File: src/rtl/digit_serial_adder.sv
// Digit-serial adder/subtractor: consumes DIGIT bits of each operand per clock,
// chaining the carry through a register, with valid/ready on both sides.
module digit_serial_adder #(
  parameter int WIDTH = 16,
  parameter int DIGIT = 4
) (
  input  logic             clk,
  input  logic             rst,
  input  logic             in_valid,
  output logic             in_ready,
  input  logic [WIDTH-1:0] in_a,
  input  logic [WIDTH-1:0] in_b,
  input  logic             in_cin,
  input  logic             in_sub,
  output logic             out_valid,
  input  logic             out_ready,
  output logic [WIDTH-1:0] out_sum,
  output logic             out_cout,
  output logic             out_ovf
);

  localparam int N     = WIDTH / DIGIT;
  localparam int CNT_W = $clog2(N + 1);

  generate
    if (WIDTH < 2 || DIGIT < 1 || DIGIT > WIDTH || (WIDTH % DIGIT) != 0) begin : g_param_check
      $error("digit_serial_adder: WIDTH must be >= 2 and DIGIT must divide WIDTH");
    end
  endgenerate

  typedef enum logic [1:0] {
    IDLE = 2'd0,
    BUSY = 2'd1,
    DONE = 2'd2
  } state_t;

  state_t state, state_nxt;

  logic [CNT_W-1:0] cnt;
  logic             carry;
  logic [WIDTH-1:0] a_sr, b_sr, res_sr;
  logic [WIDTH-1:0] sum_q;
  logic             cout_q, ovf_q;

  logic             accept, step, last;
  logic [DIGIT:0]   digit_sum;
  logic             msb_cin;
  logic [WIDTH-1:0] a_shift, b_shift, res_shift;

  // Signed overflow: the carry entering the MSB disagrees with the carry leaving it.
  function automatic logic signed_ovf(input logic carry_into_msb, input logic carry_out_msb);
    return carry_into_msb ^ carry_out_msb;
  endfunction

  assign digit_sum = {1'b0, a_sr[DIGIT-1:0]} + {1'b0, b_sr[DIGIT-1:0]}
                   + {{DIGIT{1'b0}}, carry};
  // Carry into the digit's top bit recovered from the top bit's half-sum.
  assign msb_cin   = a_sr[DIGIT-1] ^ b_sr[DIGIT-1] ^ digit_sum[DIGIT-1];

  generate
    if (N == 1) begin : g_single_digit
      assign a_shift   = '0;
      assign b_shift   = '0;
      assign res_shift = digit_sum[DIGIT-1:0];
    end else begin : g_multi_digit
      assign a_shift   = {{DIGIT{1'b0}}, a_sr[WIDTH-1:DIGIT]};
      assign b_shift   = {{DIGIT{1'b0}}, b_sr[WIDTH-1:DIGIT]};
      assign res_shift = {digit_sum[DIGIT-1:0], res_sr[WIDTH-1:DIGIT]};
    end
  endgenerate

  always_ff @(posedge clk or posedge rst) begin
    if (rst) state <= IDLE;
    else     state <= state_nxt;
  end

  always_comb begin
    state_nxt = state;
    accept    = 1'b0;
    step      = 1'b0;
    last      = 1'b0;
    in_ready  = 1'b0;
    out_valid = 1'b0;
    case (state)
      IDLE: begin
        in_ready = 1'b1;
        if (in_valid) begin
          accept    = 1'b1;
          state_nxt = BUSY;
        end
      end
      BUSY: begin
        step = 1'b1;
        if (cnt == CNT_W'(N - 1)) begin
          last      = 1'b1;
          state_nxt = DONE;
        end
      end
      DONE: begin
        out_valid = 1'b1;
        if (out_ready) state_nxt = IDLE;
      end
      default: state_nxt = IDLE;
    endcase
  end

  // Operand/result shift registers, carry chain and result holding registers.
  always_ff @(posedge clk or posedge rst) begin
    if (rst) begin
      cnt    <= '0;
      carry  <= 1'b0;
      a_sr   <= '0;
      b_sr   <= '0;
      res_sr <= '0;
      sum_q  <= '0;
      cout_q <= 1'b0;
      ovf_q  <= 1'b0;
    end else if (accept) begin
      a_sr  <= in_a;
      b_sr  <= in_sub ? ~in_b : in_b;
      carry <= in_sub ? 1'b1 : in_cin;
      cnt   <= '0;
    end else if (step) begin
      a_sr   <= a_shift;
      b_sr   <= b_shift;
      res_sr <= res_shift;
      carry  <= digit_sum[DIGIT];
      cnt    <= cnt + CNT_W'(1);
      if (last) begin
        sum_q  <= res_shift;
        cout_q <= digit_sum[DIGIT];
        ovf_q  <= signed_ovf(msb_cin, digit_sum[DIGIT]);
      end
    end
  end

  assign out_sum  = sum_q;
  assign out_cout = cout_q;
  assign out_ovf  = ovf_q;

endmodule

File: config.mk
export PLATFORM = sky130hd
export DESIGN_NAME = digit_serial_adder
export DESIGN_NICKNAME = d
export VERILOG_FILES = /design/src/rtl/digit_serial_adder.sv
export SDC_FILE = /design/constraint.sdc
export NUM_CORES = 1
export LEC_CHECK = 0
export BUFFER_PORTS_ARGS = -buffer_cell sky130_fd_sc_hd__buf_4
export CAP_MARGIN = 20
export CORE_AREA = 2 2 104 106
export DETAILED_ROUTE_END_ITERATION = 7
export DIE_AREA = 0 0 106 108
export GPL_TIMING_DRIVEN = 1
export PLACE_DENSITY = 0.57
export SYNTH_ARGS = -nofsm -noshare
export SYNTH_HDL_FRONTEND = slang
export SYNTH_SLANG_ARGS = --single-unit
File: constraint.sdc
create_clock -name clk -period 4.06 [get_ports clk]
set_input_delay 1.015 -clock clk [delete_from_list [all_inputs] [get_ports clk]]
set_output_delay 1.015 -clock clk [all_outputs]
set_load 0.005 [all_outputs]
==> metrics.md, run 1 <==
| Metric | Value |
|---|---|
| Switching share of power | 35.7% |
| Register clock-pin slew on the reported worst setup and hold paths | 0.07 ns |
| Mapped Cells | roughly 280 |
| Non-filler instance count after layout | 477 |
| Result of the run | complete, no violations |
| Internal portion of total power | between 1500 and 2000 µW |
| Portion of total power attributed to combinational logic | 39.8% |
| Switching power of the nets | between 900 and 1000 µW |
| Depth of the CTS H-tree | 3 |
| Buffer levels on the longest clock path | 2 |
| Port buffer count | 57 |
| Family with the most delay on the worst path | flip-flops |
| Via count | 2121 |
| Final instance area | 0.00376 mm² |
| Highest clock rate | about 0.47 GHz |
| Cell chain of the critical path | nand2b_1 > inv_1 > buf_4 |
| Global-route wire length before repair | about 11000 µm |
| Slowest stage delay, CP | between 0.4 and 0.5 ns |
| Via count of the first global-routing pass | roughly 2200 |
| Max-capacitance violation count | 0 |
| Maximum number of pins on one net before global-route repair | between 40 and 50 |
| Routed wire per std cell | about 13 µm |
| Final setup vio count | 0 |
| Sequential area share after synthesis | a little under three fifths |
| Minimum clock period | ~2.1 ns |
| Biggest fanout along the worst timing path | 6 |
| Final count of hold timing violations | 0 |
| Start-to-end type of the worst setup path | flip-flop to output pin |
| DP Cell Count | between 400 and 500 |
| Count of unique library cells instantiated by Yosys | 25 |
| DRC violation count after routing | 0 |
| Most frequent cell after synthesis | sky130_fd_sc_hd__dfrtp_1 |
| Max transition margin | between 20% and 30% |
| Antenna Violating Nets Remaining | 0 |
| Setup tns final | 0 ns |
| Leading area contributor after synthesis | sky130_fd_sc_hd__dfrtp_1 |
| Global routing usage summed across all routing layers | between 10% and 20% |
| Final global-route overflow total | 0 |
| Leak | between 0.0015 and 0.002 µW |
| CP max-delay cell | sky130_fd_sc_hd__dfrtp_1 |
| CP Capture Type | output pin |
| Top cell types by occurrence after synthesis | 68 x sky130_fd_sc_hd__dfrtp_1, 66 x sky130_fd_sc_hd__nand2_1, 25 x sky130_fd_sc_hd__o21ai_0 |
| Power density over the cells | between 700 and 800 mW/mm² |
| Number of buffer and inverter stages on the critical path | 2 |
| Post-synthesis to final-layout area growth | 24.0% |
| Die height | 108 µm |
| Final HPWL DP | between 4000 and 5000 µm |
| TritonRoute pass-1 iters | 7 |
| Most frequently used flop master after synthesis | sky130_fd_sc_hd__dfrtp_1 |
| CTS Root Buffer Type | sky130_fd_sc_hd__clkbuf_8 |
| FFs w/ async S/R, synth | 100% |
| Ant. Diodes | 0 |
| Sort of element at the start of the critical path | flip-flop |
| Post_cts resized | 0 |
| Ratio of final minimum period to clock period | 52.7% |
| Initial core utilization | between 20% and 30% |
| Number of synthesized flops with an enable pin | 0 |
| TritonCTS Buffers | 9 |
| Final worst hold slack | 0.476 ns |
| Cell row count | 37 |
| VDD IR-drop max | approximately 0.21 mV |
| Number of sinks on the clock net | 68 |
| Number of violations reported at the end of detailed-routing iteration 0 | between 90 and 100 |
| Fraction of synthesized cell area taken by the top area cell type | a little under three fifths |
| Number of buffers inserted by hold repair at cts | 0 |
| Core area | 0.0102 mm² |
| Data arrival time of the critical path | 1.12 ns |
| Yosys Warn Count | 0 |
| Class of the worst hold path | flip-flop to flip-flop |
| Post-synth net total | approximately 330 |
| Fraction of final layout cells sized beyond drive strength 1 | between 20% and 30% |
| Number of antenna violations at the first check in global routing | 0 |
| Combined area of all synthesized cells | between 0.003 and 0.004 mm² |
| Power share of the sequential group | a little over two fifths |
| Clock Skew | between 0.005 and 0.006 ns |
| Clock insertion delay at the later pin of the skew report | 0.33 ns |
| Post-CTS Setup Repair Bufs | 0 |
| Flip-flop and latch count after synthesis | between 60 and 70 |
| Setup repair after global routing missed its margin | no |
| Number of fill cells in the layout | ~1000 |
| DIE AREA | roughly 0.011 mm² |
| Total Wirelength | slightly above 6000 µm |
| TritonCTS clock tree | done |
| Share of the core filled with cells | a little under two fifths |
| Width of the chip | approximately 110 µm |
| Data required, critical path | 3.04 ns |
| Area post-placement | approximately 0.0036 mm² |
| RePlAce Congestion | slightly above 0.7 |
| Clock Power Share | between 10% and 20% |
| Layout net count | roughly 380 |
| Synth area leaders | sky130_fd_sc_hd__dfrtp_1 56%, sky130_fd_sc_hd__nand2_1 8.2%, sky130_fd_sc_hd__xnor2_1 5.2% |
| IO Pins | 58 |
| Worst-margin pin slew | roughly 1.1 ns |
| Detail-routed via count per cell | 4.45 |
| Final Max Slew Viols | 0 |
| Avg Cell Area, Syn | between 10 and 15 µm² |
## path summary, 6_finish.rpt
path,from,to,slack [ns],depth (start not counted)
worst max-delay path,state[0]$_DFFE_PP0P_,out_valid,1.92,3
worst min-delay path,res_sr[5]$_DFFE_PP0P_,res_sr[5]$_DFFE_PP0P_,0.48,2
worst max register to register,carry$_DFFE_PP0P_,out_ovf$_DFFE_PP0P_,2.04,7
worst min register to register,res_sr[5]$_DFFE_PP0P_,res_sr[5]$_DFFE_PP0P_,0.48,2
max in group asynchronous,rst,cnt[1]$_DFFE_PP0P_,2.83,3
min in group asynchronous,rst,res_sr[10]$_DFFE_PP0P_,0.54,2
## cell families after synthesis
| kind of cell | Yosys count | share of synthesized area, % |
|---|---|---|
| buffers and inverters | 26 | 3.92 |
| XOR/XNOR | 19 | 5.48 |
| AND/OR/NAND/NOR | 97 | 13.4 |
| AO/OA/AOI/OAI | 51 | 11.5 |
| adder cells (fa/ha/maj) | 7 | 3.38 |
| multiplexers | 14 | 6.27 |
| flip-flops | 68 | 56.1 |
## power groups by stage
stage / sequential [µW] / combinational [µW] / clock, µW
after CTS: 1140 / 1110 / 518
final: 1140 / 1080 / 496
after detailed placement: 1150 / 1110 / 0
after global routing: 1180 / 1250 / 543
after global placement: 1150 / 1070 / 0
after floorplan: 1110 / 791 / 0
## routing by layer
| layer | up-vias | part of all wire, % | GRT usage, % |
|---|---|---|---|
| met2 | 62 | 47 | 18.8 |
| met1 | 995 | 48 | 15.8 |
| met4 | 0 | 0.76 | 4.51 |
| li1 | 1059 | - | - |
| met5 | - | 0 | 0 |
| met3 | 5 | 5.0 | 3.68 |
## registers in the layout, indices dropped and copies added, names as in the netlist
register / count
out_ovf: 1
cnt: 3
b_sr: 16
res_sr: 12
state: 2
out_sum: 16
out_cout: 1
carry: 1
a_sr: 16
## cell type report
cell class | count | area [µm²] | share of cell area [%]
flip-flops and latches | 68 | 1700 | 45.2
multi-input cells | 188 | 1220 | 32.3
repair buffers | 62 | 465 | 12.4
well taps | 136 | 170 | 4.52
clock buffers | 12 | 165 | 4.39
inverters | 9 | 33.8 | 0.898
clock inverters | 2 | 10.0 | 0.266
## stage by stage
step	setup slack (ns)	power (µW)
after floorplan	1.33	1900
after global placement	1.63	2220
after detailed placement	1.57	2260
after CTS	1.89	2770
after global routing	1.79	2980
final	1.92	2720
## cell usage in the layout, fill, tap and decap left out, types with 2 or more instances in the layout
master	n
sky130_fd_sc_hd__clkinv_2	2
sky130_fd_sc_hd__a221o_1	14
sky130_fd_sc_hd__a22oi_1	10
sky130_fd_sc_hd__buf_4	62
sky130_fd_sc_hd__o21ai_0	25
sky130_fd_sc_hd__ha_1	5
sky130_fd_sc_hd__nand2_1	66
sky130_fd_sc_hd__fa_1	2
sky130_fd_sc_hd__clkbuf_8	12
sky130_fd_sc_hd__nand3_1	5
sky130_fd_sc_hd__mux2_2	4
sky130_fd_sc_hd__nor2_1	18
sky130_fd_sc_hd__nand2b_1	3
sky130_fd_sc_hd__inv_1	8
sky130_fd_sc_hd__dfrtp_1	68
sky130_fd_sc_hd__mux2_4	9
sky130_fd_sc_hd__a21oi_1	2
sky130_fd_sc_hd__nor3_1	2
sky130_fd_sc_hd__xnor2_1	18
## worst min-delay path, cell delays in order (launching register included)
cell and delay (ns):
sky130_fd_sc_hd__dfrtp_1 0.34, sky130_fd_sc_hd__nand2_1 0.05, sky130_fd_sc_hd__nand2_1 0.06
Power figures use the tool's default switching activity.
==> run 2, diff against run 1 <==
==> config.mk (replaced) <==
export PLATFORM = sky130hd
export DESIGN_NAME = digit_serial_adder
export DESIGN_NICKNAME = d
export VERILOG_FILES = /design/src/rtl/digit_serial_adder.sv
export SDC_FILE = /design/constraint.sdc
export NUM_CORES = 1
export LEC_CHECK = 0
export ABC_AREA = 1
export BUFFER_PORTS_ARGS = -buffer_cell sky130_fd_sc_hd__buf_4
export CAP_MARGIN = 20
export CORE_AREA = 2 2 105 107
export DETAILED_ROUTE_END_ITERATION = 7
export DIE_AREA = 0 0 107 109
export GPL_TIMING_DRIVEN = 1
export PLACE_DENSITY = 0.58
export SYNTH_ARGS = -nofsm -noshare
export SYNTH_HDL_FRONTEND = slang
export SYNTH_SLANG_ARGS = --single-unit
==> constraint.sdc (replaced) <==
create_clock -name clk -period 1.85 [get_ports clk]
set_input_delay 0.4625 -clock clk [delete_from_list [all_inputs] [get_ports clk]]
set_output_delay 0.4625 -clock clk [all_outputs]
set_load 0.005 [all_outputs]
==> run 2 against run 1 <==
Synthesized cell count grew 20%. Hold slack lost 0.26 ns. Highest routed layer unchanged. Routed wire length rose by 3.6%. Synthesized area increased by 1.5%. Largest cell class unchanged. Core utilization fell by 1.0 points. Via count rose by 9.1%. Final area grew 0.80%. Largest power group is now combinational cells. Cell count up 13%.
==> metrics.md, run 2 <==
| Metric | Value |
|---|---|
| Portion of total power attributed to combinational logic | 43.5% (+3.7 points) |
| Antenna Violating Nets Remaining | 0 (unchanged) |
| Final count of hold timing violations | 0 (unchanged) |
| Power density over the cells | 1640 mW/mm² (+130%) |
| IO Pins | 58 (unchanged) |
| Result of the run | complete, no violations |
| TritonRoute pass-1 iters | 4 (-3) |
| Post-CTS Setup Repair Bufs | 0 (unchanged) |
| Total Wirelength | 6310 µm (+3.6%) |
| Avg Cell Area, Syn | 9.14 µm² (-15%) |
| Register clock-pin slew on the reported worst setup and hold paths | 0.07 ns (about the same) |
| Post-synthesis to final-layout area growth | 23.1% |
| TritonCTS clock tree | done |
| Most frequent cell after synthesis | sky130_fd_sc_hd__nand2_1 |
| Non-filler instance count after layout | 539 (+13%) |
| Worst-margin pin slew | 0.365 ns (-0.723 ns) |
| Power share of the sequential group | 40.7% (-1.2 points) |
| CP max-delay cell | sky130_fd_sc_hd__fa_2 |
| Switching power of the nets | 2460 µW (+150%) |
| Highest-count cells in the layout ignoring fill and taps | 134 x sky130_fd_sc_hd__nand2_1, 68 x sky130_fd_sc_hd__dfrtp_1, 61 x sky130_fd_sc_hd__buf_4 |
| RePlAce Congestion | 0.763 (+5.2%) |
| Layout net count | 440 (+15%) |
| Number of fill cells in the layout | 1089 (+5.6%) |
| Number of buffers inserted by hold repair at cts | 0 (unchanged) |
| Leading area contributor after synthesis | sky130_fd_sc_hd__dfrtp_1 |
| Fraction of final layout cells sized beyond drive strength 1 | 21.6% (-5.7 points) |
| Final setup vio count | 0 (unchanged) |
| Global-route wire length before repair | 10700 µm (-0.46%) |
| Port buffer count | 57 (unchanged) |
| Combined area of all synthesized cells | 0.00308 mm² (+1.5%) |
| Final instance area | 0.00379 mm² (+0.80%) |
| DIE AREA | 0.0117 mm² (+1.9%) |
| Clock Skew | 0.00679 ns (+0.000932 ns) |
| Minimum clock period | approximately 1.7 ns |
| Post-synth net total | 382 (+17%) |
| Sequential cell area | 0.00170 mm² (unchanged) |
| Sequential area share after synthesis | 55.2% (-0.84 points) |
| Leak | 0.00186 µW (+1.1%) |
| CP Capture Type | flip-flop |
| Max-capacitance violation count | 0 (unchanged) |
| Depth of the CTS H-tree | 3 (unchanged) |
| Ratio of final minimum period to clock period | between 90 and 100% |
| Via count | 2314 (+9.1%) |
| Highest clock rate | between 0.5 and 0.6 GHz |
| Multi-input logic area | 0.00119 mm² (-2.1%) |
| Number of synthesized flops with an enable pin | 0 (unchanged) |
| Most frequently used flop master after synthesis | sky130_fd_sc_hd__dfrtp_1 |
| Maximum number of pins on one net before global-route repair | 69 (+64%) |
| Die height | 109 µm (+0.93%) |
| Ant. Diodes | 0 (unchanged) |
| Number of violations reported at the end of detailed-routing iteration 0 | 79 (-17%) |
| VDD IR-drop max | 0.538 mV (+160%) |
| Commonest non-fill, non-tap cell in the layout | sky130_fd_sc_hd__nand2_1 |
| Global routing usage summed across all routing layers | 11.8% (-0.21 points) |
| Data arrival time of the critical path | 1.94 ns (+0.82 ns) |
| Data required, critical path | 2.08 ns (-0.96 ns) |
| Sort of element at the start of the critical path | flip-flop |
| Setup WS post-layout | 0.137 ns (-1.78 ns) |
| Clock insertion delay at the later pin of the skew report | 0.34 ns (about the same) |
| Slowest stage delay, CP | 0.42 ns (-0.03 ns) |
| Yosys Warn Count | 0 (unchanged) |
| Buffer levels on the longest clock path | 2 (unchanged) |
| Setup tns final | 0 ns (unchanged) |
| Start-to-end type of the worst setup path | flip-flop to flip-flop |
| Final HPWL DP | 4360 µm (+2.3%) |
| Post_cts resized | 1 (+1) |
| Cell row count | 38 (+2.7%) |
| Clock Power Share | 15.8% (-2.4 points) |
| Switching share of power | 39.5% (+3.7 points) |
| Width of the chip | 107 µm (+0.94%) |
| Number of antenna violations at the first check in global routing | 0 (unchanged) |
| Top cell types by occurrence after synthesis | 134 x sky130_fd_sc_hd__nand2_1, 68 x sky130_fd_sc_hd__dfrtp_1, 27 x sky130_fd_sc_hd__o21ai_0 |
| Flip-flop and latch count after synthesis | 68 (unchanged) |
| DP Cell Count | 524 (+13%) |
| TritonCTS Buffers | 9 (unchanged) |
| CTS Root Buffer Type | sky130_fd_sc_hd__clkbuf_8 |
| Via count of the first global-routing pass | 2255 (+2.9%) |
| Final Max Slew Viols | 0 (unchanged) |
| Class of the worst hold path | input port to asynchronous set/reset pin |
| Internal portion of total power | 3770 µW (+120%) |
| Initial core utilization | 29.1% (-0.60 points) |
| Synth area leaders | sky130_fd_sc_hd__dfrtp_1 55%, sky130_fd_sc_hd__nand2_1 16%, sky130_fd_sc_hd__o21ai_0 4.4% |
| Routed wire per std cell | 11.7 µm (-8.3%) |
| Core area | 0.0106 mm² (+3.6%) |
| Library cell appearing most often on the critical path | sky130_fd_sc_hd__nand2_1 |
| Fraction of synthesized cell area taken by the top area cell type | 55.2% (-0.84 points) |
| Area post-placement | 0.00364 mm² (+1.4%) |
| DRC violation count after routing | 0 (unchanged) |
| Final global-route overflow total | 0 (unchanged) |
| Detail-routed via count per cell | 4.29 (-3.4%) |
| Max transition margin | 75.7% (+48 points) |
| Placement Setup Slack | 0.0181 ns (-1.55 ns) |
| Number of sinks on the clock net | 68 (unchanged) |
| Count of unique library cells instantiated by Yosys | 28 (+12%) |
| Biggest fanout along the worst timing path | 3 (-3) |
| FFs w/ async S/R, synth | 100% (unchanged) |
| Cell chain of the critical path | inv_1 > fa_2 > fa_2 > inv_2 > nand3_1 > nand2_1 > nand2_1 > nand3_1 > nand2_1 |
| Mapped Cells | 337 (+20%) |
| Setup repair after global routing missed its margin | no |
run 2: cell families (layout without fill, tap and decap cells):
logic type                 after synthesis  in the layout  synth area share, %
buffers and inverters                   39            101                 6.25
AOI/OAI and AO/OA                       47             47                 8.97
xor gates and xnor gates                17             17                 4.83
and+or+nand+nor                        159            159                 21.4
DFF                                     68             68                 55.2
adders and majority gates                7              7                 3.33
run 2: worst paths after layout:
path / startpoint / endpoint / slack (ns) / cells after the start
max reg2reg: carry$_DFFE_PP0P_ / out_ovf$_DFFE_PP0P_ / 0.14 / 9
max in group asynchronous: rst / b_sr[3]$_DFFE_PP0P_ / 1.34 / 3
min: rst / res_sr[6]$_DFFE_PP0P_ / 0.22 / 3
min in group clk: in_a[14] / a_sr[14]$_DFFE_PP0P_ / 0.32 / 3
min reg2reg: a_sr[14]$_DFFE_PP0P_ / a_sr[14]$_DFFE_PP0P_ / 0.47 / 2
max: carry$_DFFE_PP0P_ / out_ovf$_DFFE_PP0P_ / 0.14 / 9
run 2: power groups by stage:
| stage | combinational, µW | sequential, µW | clock [µW] |
|---|---|---|---|
| after global routing | 3160 | 2600 | 1090 |
| after floorplan | 2020 | 2490 | 0 |
| after detailed placement | 2730 | 2550 | 0 |
| after global placement | 2650 | 2530 | 0 |
| final | 2710 | 2530 | 985 |
| after CTS | 2750 | 2530 | 1030 |
run 2: layout make-up:
class / instances / area share, %
Timing Repair Buffer: 62 / 12.6
Multi-Input combinational cell: 230 / 31.4
Inverter: 24 / 2.54
Sequential cell: 68 / 44.9
Clock inverter: 3 / 0.396
Clock buffer: 12 / 3.56
Tap cell: 140 / 4.62
run 2: worst max-delay path: cells and delay by family, from the launching register on:
| family | cells | cell delay (ns) |
|---|---|---|
| simple gates | 5 | 0.34 |
| fa+ha+maj | 2 | 0.80 |
| buf+inv | 2 | 0.14 |
| flops | 1 | 0.33 |
run 2: layer usage:
| layer | up-vias | track usage [%] | share of wire [%] |
|---|---|---|---|
| met3 | 8 | 3.53 | 5.5 |
| met1 | 1066 | 15.3 | 48 |
| li1 | 1179 | - | - |
| met2 | 61 | 18.7 | 45 |
| met4 | 0 | 4.73 | 1.4 |
| met5 | - | 0 | 0 |
run 2: stage by stage:
| step | hold WS, ns | util [%] | total power (µW) |
|---|---|---|---|
| final | 0.217 | 35.8 | 6220 |
| after global routing | 0.250 | 35.8 | 6850 |
| after CTS | 0.225 | 35.8 | 6310 |
| after detailed placement | 0.458 | 34.3 | 5290 |
| after global placement | 0.454 | 34.3 | 5190 |
| after floorplan | 0.442 | - | 4510 |
==> run 3, diff against run 2 <==
--- a/config.mk
+++ b/config.mk
@@ -8,9 +8,9 @@
 export ABC_AREA = 1
 export BUFFER_PORTS_ARGS = -buffer_cell sky130_fd_sc_hd__buf_4
 export CAP_MARGIN = 20
-export CORE_AREA = 2 2 105 107
+export CORE_AREA = 5 5 108 110
 export DETAILED_ROUTE_END_ITERATION = 7
-export DIE_AREA = 0 0 107 109
+export DIE_AREA = 0 0 113 115
 export GPL_TIMING_DRIVEN = 1
 export PLACE_DENSITY = 0.58
 export SYNTH_ARGS = -nofsm -noshare
==> run 3 against run 2 <==
Sequential power barely moved. Register-to-register slack barely moved. Combinational power shrank 2%. Clock power up 25%. Critical endpoint unchanged. Core utilization increased by 0.50 points. Non-clock buffer count stayed put. Clock skew is 0.0039 ns higher.
==> metrics.md, run 3 (same netlist as run 2, synthesis figures left out) <==
| Metric | Value |
|---|---|
| Power share of the sequential group | 39.5% (-1.2 points) |
| Internal portion of total power | 3970 µW (+5.3%) |
| Layout net count | 440 (unchanged) |
| RePlAce Congestion | 0.797 (+4.4%) |
| Ant. Diodes | 0 (unchanged) |
| DRC violation count after routing | 0 (unchanged) |
| TritonCTS clock tree | done |
| Placement Setup Slack | 0.0305 ns (+0.0124 ns) |
| Max transition margin | 74.7% (-0.97 points) |
| Cell chain of the critical path | inv_1 > fa_2 > fa_2 > inv_1 > nand2_1 > nand2_1 > nand2_1 > nand2_1 > nand3_1 > nand2_1 |
| Depth of the CTS H-tree | 3 (unchanged) |
| Crit path capture | out_ovf$_DFFE_PP0P_ |
| Critical R2R Capture | out_ovf$_DFFE_PP0P_ |
| Portion of total power attributed to combinational logic | 41.4% (-2.1 points) |
| Result of the run | complete, no violations |
| Initial core utilization | 29.1% (unchanged) |
| CTS Root Buffer Type | sky130_fd_sc_hd__clkbuf_8 |
| Leak | 0.00188 µW (+1.3%) |
| Number of violations reported at the end of detailed-routing iteration 0 | 127 (+61%) |
| Register clock-pin slew on the reported worst setup and hold paths | 0.07 ns (about the same) |
| Global routing usage summed across all routing layers | 10.9% (-0.92 points) |
| Final worst hold slack | 0.202 ns (-0.0141 ns) |
| Antenna Violating Nets Remaining | 0 (unchanged) |
| Slowest stage delay, CP | 0.42 ns (about the same) |
| TritonCTS Buffers | 9 (unchanged) |
| Minimum clock period | 1.72 ns (+0.00559 ns) |
| Start-to-end type of the worst setup path | flip-flop to flip-flop |
| Post-synthesis to final-layout area growth | 24.8% |
| Sort of element at the start of the critical path | flip-flop |
| Final HPWL DP | 4470 µm (+2.5%) |
| Launch instance of the worst register-to-register path | carry$_DFFE_PP0P_ |
| Buffer levels on the longest clock path | 2 (unchanged) |
| VDD IR-drop max | 0.626 mV (+16%) |
| Final global-route overflow total | 0 (unchanged) |
| Global-route wire length before repair | 11300 µm (+5.7%) |
| Number of antenna violations at the first check in global routing | 0 (unchanged) |
| Final setup vio count | 0 (unchanged) |
| Die height | 115 µm (+5.5%) |
| Core area | 0.0106 mm² (unchanged) |
| Final count of hold timing violations | 0 (unchanged) |
| Fraction of final layout cells sized beyond drive strength 1 | 22.0% (+0.45 points) |
| Clock Power Share | 19.2% (+3.4 points) |
| Port buffer count | 57 (unchanged) |
| Via count of the first global-routing pass | 2322 (+3.0%) |
| Biggest fanout along the worst timing path | 3 (unchanged) |
| Setup tns final | 0 ns (unchanged) |
| Worst-margin pin slew | 0.380 ns (+0.0146 ns) |
| Routed wire per std cell | 12.0 µm (+2.9%) |
| Data arrival time of the critical path | 1.99 ns (+0.05 ns) |
| Max-capacitance violation count | 0 (unchanged) |
| CP max-delay cell | sky130_fd_sc_hd__fa_2 |
| Switching power of the nets | 2470 µW (+0.70%) |
| Power density over the cells | 1670 mW/mm² (+2.1%) |
| Width of the chip | 113 µm (+5.6%) |
| Library cell appearing most often on the critical path | sky130_fd_sc_hd__nand2_1 |
| Clock insertion delay at the later pin of the skew report | 0.34 ns (about the same) |
| Data required, critical path | 2.13 ns (+0.05 ns) |
| Switching share of power | 38.4% (-1.1 points) |
| Final Max Slew Viols | 0 (unchanged) |
| Cell row count | 38 (unchanged) |
| Setup WS post-layout | 0.131 ns (-0.00559 ns) |
| CP Capture Type | flip-flop |
| Worst reg2reg setup slack | 0.13 ns (about the same) |
| Highest-count cells in the layout ignoring fill and taps | 134 x sky130_fd_sc_hd__nand2_1, 68 x sky130_fd_sc_hd__dfrtp_1, 61 x sky130_fd_sc_hd__buf_4 |
| Detail-routed via count per cell | 4.28 (-0.36%) |
| Length in cells of the worst reg-to-reg path | 10 (+1) |
| Setup repair after global routing missed its margin | no |
| Highest clock rate | 0.582 GHz (-0.33%) |
| TritonRoute pass-1 iters | 4 (unchanged) |
| Class of the worst hold path | input port to asynchronous set/reset pin |
| Maximum number of pins on one net before global-route repair | 69 (unchanged) |
| Total Wirelength | 6510 µm (+3.1%) |
| DIE AREA | 0.0130 mm² (+11%) |
| Ratio of final minimum period to clock period | 92.9% (+0.30 points) |
| Number of sinks on the clock net | 68 (unchanged) |
| Crit path from | carry$_DFFE_PP0P_ |
| Clock Skew | 0.0107 ns (+0.00390 ns) |
| IO Pins | 58 (unchanged) |
| Commonest non-fill, non-tap cell in the layout | sky130_fd_sc_hd__nand2_1 |
| Via count | 2310 (-0.17%) |
-- run 3: cell types whose count changed in the layout (fill, tap and decap cells not counted), sizes merged --
cell and change:
bufinv +1, clkinvlp +1, clkinv -1
-- run 3: area by class of cell --
type	instances	area (µm²)
fill	1086	6760
sequential	68	1700
multi-input combinational	230	1190
timing repair buffer	62	478
tap	140	175
clock buffer	12	155
inverter	24	96.3
clock inverter	4	47.5
-- run 3: worst max-delay path, delay by kind of cell (launching register included) --
family	cells	cell delay [ns]
fa+ha+maj	2	0.79
buf+inv	2	0.17
flops	1	0.33
simple gates	6	0.38
-- run 3: worst min-delay path by stage --
| stage | depth (start not counted) | startpoint | to | slack, ns |
|---|---|---|---|---|
| 2_1_floorplan | 2 | a_sr[12]$_DFFE_PP0P_ | a_sr[12]$_DFFE_PP0P_ | 0.44 |
| 3_3_place_gp | 2 | a_sr[15]$_DFFE_PP0P_ | a_sr[15]$_DFFE_PP0P_ | 0.45 |
| 3_5_place_dp | 2 | res_sr[4]$_DFFE_PP0P_ | out_sum[0]$_DFFE_PP0P_ | 0.46 |
| 4_1_cts | 3 | rst | a_sr[9]$_DFFE_PP0P_ | 0.22 |
| 5_1_grt | 3 | rst | b_sr[2]$_DFFE_PP0P_ | 0.23 |
| 6_report | 3 | rst | out_sum[9]$_DFFE_PP0P_ | 0.20 |
-- run 3: metrics by stage --
step	instances	utilization, %	cell area (µm²)	total power, µW
after floorplan	337	-	3090	4510
after global placement	524	34.3	3640	5170
after detailed placement	524	34.3	3640	5270
after CTS	540	36.2	3840	6530
after global routing	540	36.3	3850	7080
final	540	36.3	3850	6440
-- run 3: power groups by stage --
stage	Clock [µW]	Sequential, µW	Combinational (µW)
floorplan	0	2490	2020
detailed placement	0	2570	2700
global route	1340	2620	3110
finish	1230	2540	2660
global placement	0	2540	2640
CTS	1280	2540	2710
-- run 3: what timing repair did --
action | CTS | global route
hold buffers | 0 | 0
setup buffers | 0 | 0
setup endpoints to repair | 0 | 3
gates resized for setup | 0 | 2
-- run 3: layer usage --
metal / vias to the layer above / part of all wire, % / GRT usage, %
met3: 9 / 6.6 / 3.89
met1: 1054 / 47 / 14.7
met2: 61 / 45 / 16.4
met4: 0 / 1.3 / 3.85
li1: 1186 / - / -
met5: - / 0 / 0
